==> config.mk <==
export PLATFORM = sky130hd
export DESIGN_NAME = bcp_clause_scheduler_flat
export DESIGN_NICKNAME = d
export VERILOG_FILES = /design/src/rtl/bcp_clause_scheduler_pkg.sv /design/src/rtl/bcp_clause_scheduler_if.sv /design/src/rtl/bcp_clause_scheduler_sync_fifo.sv /design/src/rtl/bcp_clause_scheduler.sv /design/src/flat_wrapper.sv
export SDC_FILE = /design/constraint.sdc
export NUM_CORES = 1
export LEC_CHECK = 0
export ABC_AREA = 0
export ABC_CLOCK_PERIOD_IN_PS = 2990
export CAP_MARGIN = 20
export CORE_UTILIZATION = 23
export CTS_BUF_LIST = sky130_fd_sc_hd__clkbuf_4
export CTS_CLUSTER_DIAMETER = 60
export DETAILED_ROUTE_END_ITERATION = 12
export GPL_ROUTABILITY_DRIVEN = 0
export PLACE_DENSITY = 0.53
export SYNTH_ARGS = -nofsm -noshare
export SYNTH_HDL_FRONTEND = slang
export SYNTH_HIERARCHICAL = 1
export SYNTH_SLANG_ARGS = --single-unit
==> constraint.sdc <==
create_clock -name i_clock -period 2.99 [get_ports i_clock]
set_input_delay 0.4485 -clock i_clock [delete_from_list [all_inputs] [get_ports i_clock]]
set_output_delay 0.4485 -clock i_clock [all_outputs]
set_load 0.02 [all_outputs]
==> src/rtl/bcp_clause_scheduler_pkg.sv <==
// Shared types and default widths for the BCP clause-walk scheduler.
package bcp_clause_scheduler_pkg;

  localparam int CLAUSE_TABLE_BITS = 13;
  localparam int MAX_CLAUSES_BITS  = 12;

  typedef enum logic [1:0] {
    S_IDLE  = 2'd0,
    S_ISSUE = 2'd1,
    S_DRAIN = 2'd2,
    S_FLUSH = 2'd3
  } sched_state_t;

endpackage

==> src/rtl/bcp_clause_scheduler_if.sv <==
// Control, clause-table RAM and eval-pipeline signals of the clause scheduler.
interface bcp_clause_scheduler_if
  import bcp_clause_scheduler_pkg::*;
#(
  parameter int CT_BITS     = CLAUSE_TABLE_BITS,
  parameter int CLAUSE_BITS = MAX_CLAUSES_BITS
);

  logic                   start;
  logic [CT_BITS-1:0]     start_idx;
  logic [CT_BITS-1:0]     end_idx;
  logic                   abort;
  logic                   ct_rd_en;
  logic [CT_BITS-1:0]     ct_addr;
  logic [CLAUSE_BITS-1:0] ct_q;
  logic                   out_valid;
  logic [CLAUSE_BITS-1:0] out_clause_idx;
  logic                   out_ready;
  logic                   busy;
  logic                   done;
  logic                   flushed;
  logic [CT_BITS:0]       issued_count;

  modport slave (
    input  start, start_idx, end_idx, abort, ct_q, out_ready,
    output ct_rd_en, ct_addr, out_valid, out_clause_idx, busy, done, flushed, issued_count
  );

  modport master (
    output start, start_idx, end_idx, abort, ct_q, out_ready,
    input  ct_rd_en, ct_addr, out_valid, out_clause_idx, busy, done, flushed, issued_count
  );

endinterface

==> src/rtl/bcp_clause_scheduler_sync_fifo.sv <==
// Synchronous FIFO with occupancy count and a synchronous clear; DEPTH must be a power of 2.
module sync_fifo #(
  parameter int WIDTH = 8,
  parameter int DEPTH = 4
) (
  input  logic                     i_clock,
  input  logic                     i_reset,
  input  logic                     i_clear,
  input  logic                     i_wr,
  input  logic [WIDTH-1:0]         i_wdata,
  input  logic                     i_rd,
  output logic [WIDTH-1:0]         o_rdata,
  output logic [$clog2(DEPTH):0]   o_count,
  output logic                     o_full,
  output logic                     o_empty
);

  localparam int AW = $clog2(DEPTH);
  localparam int CW = AW + 1;

  logic [WIDTH-1:0] r_mem [DEPTH];
  logic [AW-1:0]    r_wr_ptr;
  logic [AW-1:0]    r_rd_ptr;
  logic [CW-1:0]    r_count;
  logic             w_do_wr;
  logic             w_do_rd;

  assign w_do_wr = i_wr && (r_count != CW'(DEPTH));
  assign w_do_rd = i_rd && (r_count != {CW{1'b0}});

  // pointers wrap naturally because DEPTH is a power of 2
  always_ff @(posedge i_clock or posedge i_reset) begin
    if (i_reset) begin
      r_wr_ptr <= '0;
      r_rd_ptr <= '0;
      r_count  <= '0;
    end else if (i_clear) begin
      r_wr_ptr <= '0;
      r_rd_ptr <= '0;
      r_count  <= '0;
    end else begin
      if (w_do_wr) r_wr_ptr <= r_wr_ptr + AW'(1);
      if (w_do_rd) r_rd_ptr <= r_rd_ptr + AW'(1);
      r_count <= r_count + CW'(w_do_wr) - CW'(w_do_rd);
    end
  end

  always_ff @(posedge i_clock) begin
    if (w_do_wr) r_mem[r_wr_ptr] <= i_wdata;
  end

  assign o_rdata = r_mem[r_rd_ptr];
  assign o_count = r_count;
  assign o_full  = (r_count == CW'(DEPTH));
  assign o_empty = (r_count == {CW{1'b0}});

endmodule

==> src/rtl/bcp_clause_scheduler.sv <==
// Walks a clause-table range, issues fixed-latency RAM reads under a FIFO credit
// and streams the returned clause indices out; abort flushes in-flight reads.
module bcp_clause_scheduler
  import bcp_clause_scheduler_pkg::*;
#(
  parameter int CT_BITS     = CLAUSE_TABLE_BITS,
  parameter int CLAUSE_BITS = MAX_CLAUSES_BITS,
  parameter int RD_LATENCY  = 1,
  parameter int FIFO_DEPTH  = 4
) (
  input  logic                  i_clock,
  input  logic                  i_reset,
  bcp_clause_scheduler_if.slave bus
);

  localparam int CNT_W = $clog2(FIFO_DEPTH) + 1;

  sched_state_t           r_state;
  sched_state_t           w_next_state;
  logic [CT_BITS-1:0]     r_addr;
  logic [CT_BITS-1:0]     r_end;
  logic [CT_BITS:0]       r_issued;
  logic [RD_LATENCY-1:0]  r_pipe;
  logic [RD_LATENCY-1:0]  w_next_pipe;
  logic                   r_done;
  logic                   r_flushed;
  logic                   w_active;
  logic                   w_rd_en;
  logic                   w_last_rd;
  logic                   w_emerge;
  logic                   w_fifo_wr;
  logic                   w_fifo_clear;
  logic                   w_pop;
  logic                   w_out_valid;
  logic                   w_done_set;
  logic                   w_flushed_set;
  logic                   w_fifo_full;
  logic                   w_fifo_empty;
  logic [CLAUSE_BITS-1:0] w_fifo_head;
  logic [CNT_W-1:0]       w_fifo_count;
  logic [CNT_W-1:0]       w_inflight;
  logic [CNT_W-1:0]       w_next_inflight;
  logic [CNT_W-1:0]       w_next_count;
  logic [CNT_W:0]         w_credit_used;

  // reads in flight = valid bits still travelling down the latency pipe
  always_comb begin
    w_inflight = '0;
    for (int i = 0; i < RD_LATENCY; i++) begin
      w_inflight = w_inflight + CNT_W'(r_pipe[i]);
    end
  end

  always_comb begin
    w_next_pipe    = '0;
    w_next_pipe[0] = w_rd_en;
    for (int i = 1; i < RD_LATENCY; i++) begin
      w_next_pipe[i] = r_pipe[i-1];
    end
  end

  assign w_active      = (r_state == S_ISSUE) || (r_state == S_DRAIN);
  assign w_emerge      = r_pipe[RD_LATENCY-1];
  assign w_credit_used = {1'b0, w_inflight} + {1'b0, w_fifo_count};
  // credit covers every entry that could still land in the FIFO, so it never overflows
  assign w_rd_en       = (r_state == S_ISSUE) && !bus.abort && (r_addr < r_end) &&
                         !w_fifo_full && (w_credit_used < (CNT_W+1)'(FIFO_DEPTH));
  assign w_last_rd     = ((r_addr + CT_BITS'(1)) == r_end);
  assign w_out_valid   = w_active && !bus.abort && !w_fifo_empty;
  assign w_pop         = w_out_valid && bus.out_ready;
  assign w_fifo_wr     = w_active && w_emerge;
  assign w_fifo_clear  = w_active && bus.abort;

  assign w_next_inflight = w_inflight + CNT_W'(w_rd_en) - CNT_W'(w_emerge);
  assign w_next_count    = w_fifo_count + CNT_W'(w_fifo_wr) - CNT_W'(w_pop);

  sync_fifo #(
    .WIDTH (CLAUSE_BITS),
    .DEPTH (FIFO_DEPTH)
  ) u_fifo (
    .i_clock (i_clock),
    .i_reset (i_reset),
    .i_clear (w_fifo_clear),
    .i_wr    (w_fifo_wr),
    .i_wdata (bus.ct_q),
    .i_rd    (w_pop),
    .o_rdata (w_fifo_head),
    .o_count (w_fifo_count),
    .o_full  (w_fifo_full),
    .o_empty (w_fifo_empty)
  );

  always_ff @(posedge i_clock or posedge i_reset) begin
    if (i_reset) begin
      r_state <= S_IDLE;
    end else begin
      r_state <= w_next_state;
    end
  end

  always_comb begin
    w_next_state  = r_state;
    w_done_set    = 1'b0;
    w_flushed_set = 1'b0;
    case (r_state)
      S_IDLE: begin
        if (bus.start) begin
          if (bus.start_idx < bus.end_idx) begin
            w_next_state = S_ISSUE;
          end else begin
            w_done_set = 1'b1;
          end
        end else begin
          w_next_state = S_IDLE;
        end
      end
      S_ISSUE: begin
        if (bus.abort) begin
          w_next_state = S_FLUSH;
        end else if (w_rd_en && w_last_rd) begin
          w_next_state = S_DRAIN;
        end else begin
          w_next_state = S_ISSUE;
        end
      end
      S_DRAIN: begin
        if (bus.abort) begin
          w_next_state = S_FLUSH;
        end else if ((w_next_inflight == '0) && (w_next_count == '0)) begin
          w_next_state = S_IDLE;
          w_done_set   = 1'b1;
        end else begin
          w_next_state = S_DRAIN;
        end
      end
      S_FLUSH: begin
        if (w_next_inflight == '0) begin
          w_next_state  = S_IDLE;
          w_flushed_set = 1'b1;
        end else begin
          w_next_state = S_FLUSH;
        end
      end
      default: begin
        w_next_state = S_IDLE;
      end
    endcase
  end

  // a start seen while busy never reaches the latch because the state is not IDLE
  always_ff @(posedge i_clock or posedge i_reset) begin
    if (i_reset) begin
      r_addr    <= '0;
      r_end     <= '0;
      r_issued  <= '0;
      r_pipe    <= '0;
      r_done    <= 1'b0;
      r_flushed <= 1'b0;
    end else begin
      r_pipe    <= w_next_pipe;
      r_done    <= w_done_set;
      r_flushed <= w_flushed_set;
      if ((r_state == S_IDLE) && bus.start) begin
        r_addr   <= bus.start_idx;
        r_end    <= bus.end_idx;
        r_issued <= '0;
      end else if (w_rd_en) begin
        r_addr   <= r_addr + CT_BITS'(1);
        r_issued <= r_issued + (CT_BITS+1)'(1);
      end
    end
  end

  assign bus.ct_rd_en       = w_rd_en;
  assign bus.ct_addr        = r_addr;
  assign bus.out_valid      = w_out_valid;
  assign bus.out_clause_idx = w_out_valid ? w_fifo_head : {CLAUSE_BITS{1'b0}};
  assign bus.busy           = (r_state != S_IDLE);
  assign bus.done           = r_done;
  assign bus.flushed        = r_flushed;
  assign bus.issued_count   = r_issued;

endmodule

==> src/flat_wrapper.sv <==
// flat-port wrapper written by rule: the top's interface ports become plain ports
module bcp_clause_scheduler_flat import bcp_clause_scheduler_pkg::*;
#(
  parameter int CT_BITS     = CLAUSE_TABLE_BITS,
  parameter int CLAUSE_BITS = MAX_CLAUSES_BITS,
  parameter int RD_LATENCY  = 1,
  parameter int FIFO_DEPTH  = 4
)
  (i_clock, i_reset, bus_start, bus_start_idx, bus_end_idx, bus_abort, bus_ct_q, bus_out_ready, bus_ct_rd_en, bus_ct_addr, bus_out_valid, bus_out_clause_idx, bus_busy, bus_done, bus_flushed, bus_issued_count);
  bcp_clause_scheduler_if #(.CT_BITS(CT_BITS), .CLAUSE_BITS(CLAUSE_BITS)) bus_i ();
  input  logic i_clock;
  input  logic i_reset;
  input wire logic [$bits(bus_i.start)-1:0] bus_start;
  input wire logic [$bits(bus_i.start_idx)-1:0] bus_start_idx;
  input wire logic [$bits(bus_i.end_idx)-1:0] bus_end_idx;
  input wire logic [$bits(bus_i.abort)-1:0] bus_abort;
  input wire logic [$bits(bus_i.ct_q)-1:0] bus_ct_q;
  input wire logic [$bits(bus_i.out_ready)-1:0] bus_out_ready;
  output wire logic [$bits(bus_i.ct_rd_en)-1:0] bus_ct_rd_en;
  output wire logic [$bits(bus_i.ct_addr)-1:0] bus_ct_addr;
  output wire logic [$bits(bus_i.out_valid)-1:0] bus_out_valid;
  output wire logic [$bits(bus_i.out_clause_idx)-1:0] bus_out_clause_idx;
  output wire logic [$bits(bus_i.busy)-1:0] bus_busy;
  output wire logic [$bits(bus_i.done)-1:0] bus_done;
  output wire logic [$bits(bus_i.flushed)-1:0] bus_flushed;
  output wire logic [$bits(bus_i.issued_count)-1:0] bus_issued_count;
  assign bus_i.start = bus_start;
  assign bus_i.start_idx = bus_start_idx;
  assign bus_i.end_idx = bus_end_idx;
  assign bus_i.abort = bus_abort;
  assign bus_i.ct_q = bus_ct_q;
  assign bus_i.out_ready = bus_out_ready;
  assign bus_ct_rd_en = bus_i.ct_rd_en;
  assign bus_ct_addr = bus_i.ct_addr;
  assign bus_out_valid = bus_i.out_valid;
  assign bus_out_clause_idx = bus_i.out_clause_idx;
  assign bus_busy = bus_i.busy;
  assign bus_done = bus_i.done;
  assign bus_flushed = bus_i.flushed;
  assign bus_issued_count = bus_i.issued_count;
  bcp_clause_scheduler #(.CT_BITS(CT_BITS), .CLAUSE_BITS(CLAUSE_BITS), .RD_LATENCY(RD_LATENCY), .FIFO_DEPTH(FIFO_DEPTH)) u_core (.i_clock(i_clock), .i_reset(i_reset), .bus(bus_i));
endmodule
==> metrics.md <==
| Metric | Value |
|---|---|
| Post-Route WL | `13800 um` |
| Post-synth top area cell | `edfxtp_1` |
| CTS tree | `built` |
| Yosys top cell area share | `25.7%` |
| Worst Setup End Kind | `flip-flop` |
| Via density | `4.31` |
| DR vias | `4047` |
| Seq/Total Area, Yosys | `48.8%` |
| Leak Pwr | `2.91 nW` |
| CTS buffer count | `9` |
| Mapped cell area | `5620 um2` |
| Synth warn | `6` |
| Dpl cells | `919` |
| Hold Vio Cnt, Final | `0` |
| CP required | `3.38 ns` |
| First-pass GRT wire length | `21500 um` |
| Clock Pin Slew Worst Setup and Hold Paths | `0.17 ns` |
| F_max | `0.346 GHz` |
| Rel. slew slack | `54.7%` |
| TritonCTS Sinks | `100` |
| Post-synth top flop | `dfrtp_1` |
| Hold Crit Class | `in -> async` |
| DRT Pass-1 Iters | `4` |
| Status | `finished clean` |
| CTS root buffer | `clkbuf_4` |
| Dpl ws | `-0.164 ns` |
| CTS HTree Levels | `3` |
| CP Launch Type | `flip-flop` |
| Core box area | `23700 um2` |
| Initial core utilization | `23.7%` |
| Clock Latency Late Sink | `0.48 ns` |
| Post-synth EDFFs | `48` |
| Share of synthesized flip-flops with an asynchronous set or reset | `52.0%` |
| Die Area | `25000 um2` |
| Critical Path AT | `3.28 ns` |
| WL/cell | `14.7 um` |
| Yosys cell types | `58` |
| Placed inst area | `7060 um2` |
| CTS Buffer Depth | `2` |
| Initial DRC count | `236` |
| I/O pin cnt | `87` |
| Vias in the first global route | `4004` |
| Period utilisation layout | `96.6%` |
| Pin count of the biggest net entering global routing | `25` |
| Max Slew Vio Count | `0` |
| Die Wd | `158 um` |
| Area contributors post-synth | `edfxtp_1 (26%), dfrtp_1 (23%), ha_1 (8.9%), o21ai_0 (3.7%), inv_1 (3.2%)` |
| Syn Nets | `586` |
| Drc violations | `0` |
| Num rows | `56` |
| Cell Count, Final, Fillers Out | `939` |
| Share of layout cells above drive strength 1 | `14.1%` |
| Power, Total | `0.00550 W` |
| Crit Path Category | `reg -> reg` |
| Antenna viol nets, final | `0` |
| GRT overflow | `0` |
| Max cap viols | `0` |
| Fill cell count | `2505` |
| Die Span Y | `158 um` |
| Tot GR Track Use | `11.4%` |
| Layout net count | `699` |
| Cell area after layout | `7250 um2` |
| Final setup viols | `0` |
| Post-DP HPWL | `10300 um` |
| Post-Synthesis Cells | `501` |
| Slew @ Worst Pin | `0.679 ns` |
| Worst Setup Slack, final | `0.102 ns` |
| FF+latch count, synth | `100` |
| CP max FO | `3` |
| Share of the core filled with cells | `30.6%` |
| Period minus WS final | `2.89 ns` |
| Synth-to-Final Area Change | `29.1%` |
| # hold bufs at CTS | `0` |
| Pwr dens | `759 nW/um2` |
| RSZ-0062 raised after global routing | `no` |
| Skew final | `0.0249 ns` |
| Syn_area_per_cell | `11.2 um2` |
| Buffers on Ports | `86` |
| Maximum vdd drop | `248 uV` |
| Initial antenna violation count | `1` |
-- sequential cells by signal, summed over array words and instances (netlist names) --
signal                   flops
u_core/u_fifo/r_wr_ptr       2
u_core/u_fifo/r_mem         48
u_core/u_fifo/o_count        3
u_core/bus.ct_addr          13
u_core/r_pipe                1
u_core/bus.flushed           1
u_core/r_state               2
u_core/r_end                13
u_core/bus.done              1
u_core/bus.issued_count     14
u_core/u_fifo/r_rd_ptr       2
-- routing by layer --
| metal | vias up | track usage [%] | wire [um] |
|---|---|---|---|
| li1 | 2008 | - | - |
| met1 | 1971 | 14.8 | 6360 |
| met2 | 53 | 18.8 | 6760 |
| met3 | 15 | 1.71 | 420 |
| met4 | 0 | 4.62 | 244 |
| met5 | - | 0 | 0 |
-- area by class of cell --
class / instances / area (um2) / area share (%)
repair buffers: 118 / 1110 / 15.3
flip-flops and latches: 100 / 2750 / 37.9
well taps: 319 / 399 / 5.50
inverters: 48 / 180 / 2.48
clock buffers: 9 / 67.6 / 0.932
multi-input cells: 337 / 2680 / 36.9
diodes: 1 / 2.50 / 0.0345
clock inverters: 7 / 73.8 / 1.02
-- cell usage in the layout (no fill, tap or decap), drive strengths merged, types with 2 or more instances in the layout --
cell type | Yosys | final
a2111oi | 2 | 2
xor2 | 18 | 18
inv | 48 | 53
clkinv | 0 | 2
nor4 | 3 | 3
fa | 2 | 2
a31oi | 2 | 2
a21o | 2 | 2
xnor2 | 15 | 15
nand2b | 6 | 6
edfxtp | 48 | 48
o21ai | 41 | 41
nor3 | 5 | 5
o31ai | 2 | 2
or3 | 8 | 8
buf | 8 | 32
dfrtp | 52 | 52
mux2i | 5 | 5
clkbuf | 8 | 10
nor3b | 5 | 5
ha | 40 | 40
nand2 | 48 | 48
nor2 | 23 | 23
clkdlybuf4s50 | 0 | 83
and3 | 6 | 6
a211o | 2 | 2
nand4 | 9 | 9
mux4 | 12 | 12
nor2b | 7 | 7
o2111ai | 3 | 3
o21a | 2 | 2
and2 | 22 | 22
o211a | 2 | 2
dlygate4sd2 | 0 | 2
a41oi | 2 | 2
o22ai | 3 | 3
a21oi | 14 | 14
nand3 | 15 | 15
-- where the power goes --
| part | internal, W | leakage [nW] | total (W) | switching [W] |
|---|---|---|---|---|
| sequential | 0.00171 | 1.11 | 0.00195 | 0.000237 |
| clock | 0.000201 | 0.0781 | 0.000738 | 0.000538 |
| combinational | 0.00128 | 1.73 | 0.00282 | 0.00153 |
| total | 0.00320 | 2.91 | 0.00550 | 0.00231 |
-- synth_stat cells, types with 3 or more instances --
master	instances
mux4_1	4
ha_1	40
nor3_1	5
and3_1	6
nand4_1	8
o21ai_0	41
mux2i_1	5
nor2b_1	7
xnor2_1	15
nor2_1	22
or3_1	8
buf_2	6
inv_1	48
dfrtp_1	52
edfxtp_1	48
and2_1	22
nor3b_1	3
mux4_2	8
clkbuf_1	8
nand3_1	15
nand2_1	46
xor2_1	18
nand2b_1	6
a21oi_1	14
-- worst paths after layout --
path	start	end	slack, ns	cells past startpoint
min in group i_clock	bus_start_idx[0]	u_core/bus.ct_addr[0]	0.51	3
setup reg to reg	u_core/r_state[1]	u_core/r_state[1]	0.10	13
max in group asynchronous	i_reset	u_core/bus.ct_addr[10]	2.02	3
setup / recovery	u_core/r_state[1]	u_core/r_state[1]	0.10	13
hold / removal	i_reset	u_core/u_fifo/o_count[2]	0.26	2
hold reg to reg	u_core/r_end[0]	u_core/r_end[0]	0.55	2
-- critical path, stage by stage, from the launching register on --
cell,delay (ns)
dfrtp_1,0.43
inv_2,0.09
ha_4,0.21
nor3b_4,0.15
and2_4,0.16
ha_4,0.25
inv_2,0.03
ha_4,0.14
fa_1,0.40
xnor2_1,0.14
or4_4,0.43
o21ai_2,0.14
o211a_1,0.14
o22ai_1,0.07
-- metrics by stage --
step	hold WS, ns	setup TNS (ns)
detailed placement	0.506	-0.164
CTS	0.212	0
finish	0.258	0
floorplan	0.252	-0.0743
global placement	0.501	-0.110
global route	0.250	0
-- kinds of logic (layout without fill, tap and decap cells) --
| family | count (synthesis) | after routing | share of synthesized area (%) |
|---|---|---|---|
| AND/OR/NAND/NOR | 160 | 160 | 15.4 |
| flip-flops | 100 | 100 | 48.8 |
| AO/OA/AOI/OAI | 85 | 85 | 10.1 |
| buffers and inverters | 64 | 182 | 4.84 |
| adder cells (fa/ha/maj) | 42 | 42 | 9.63 |
| XOR/XNOR | 33 | 33 | 5.15 |
| multiplexers | 17 | 17 | 5.97 |
| other | 0 | 1 | 0 |
-- timing repair --
action | 4_1_cts | 5_1_grt
pin swaps | 1 | 2
setup buffers | 2 | 1
resized for setup | 8 | 6
setup endpoints to repair | 4 | 12
Note: power is estimated with default switching activity, not from simulation.
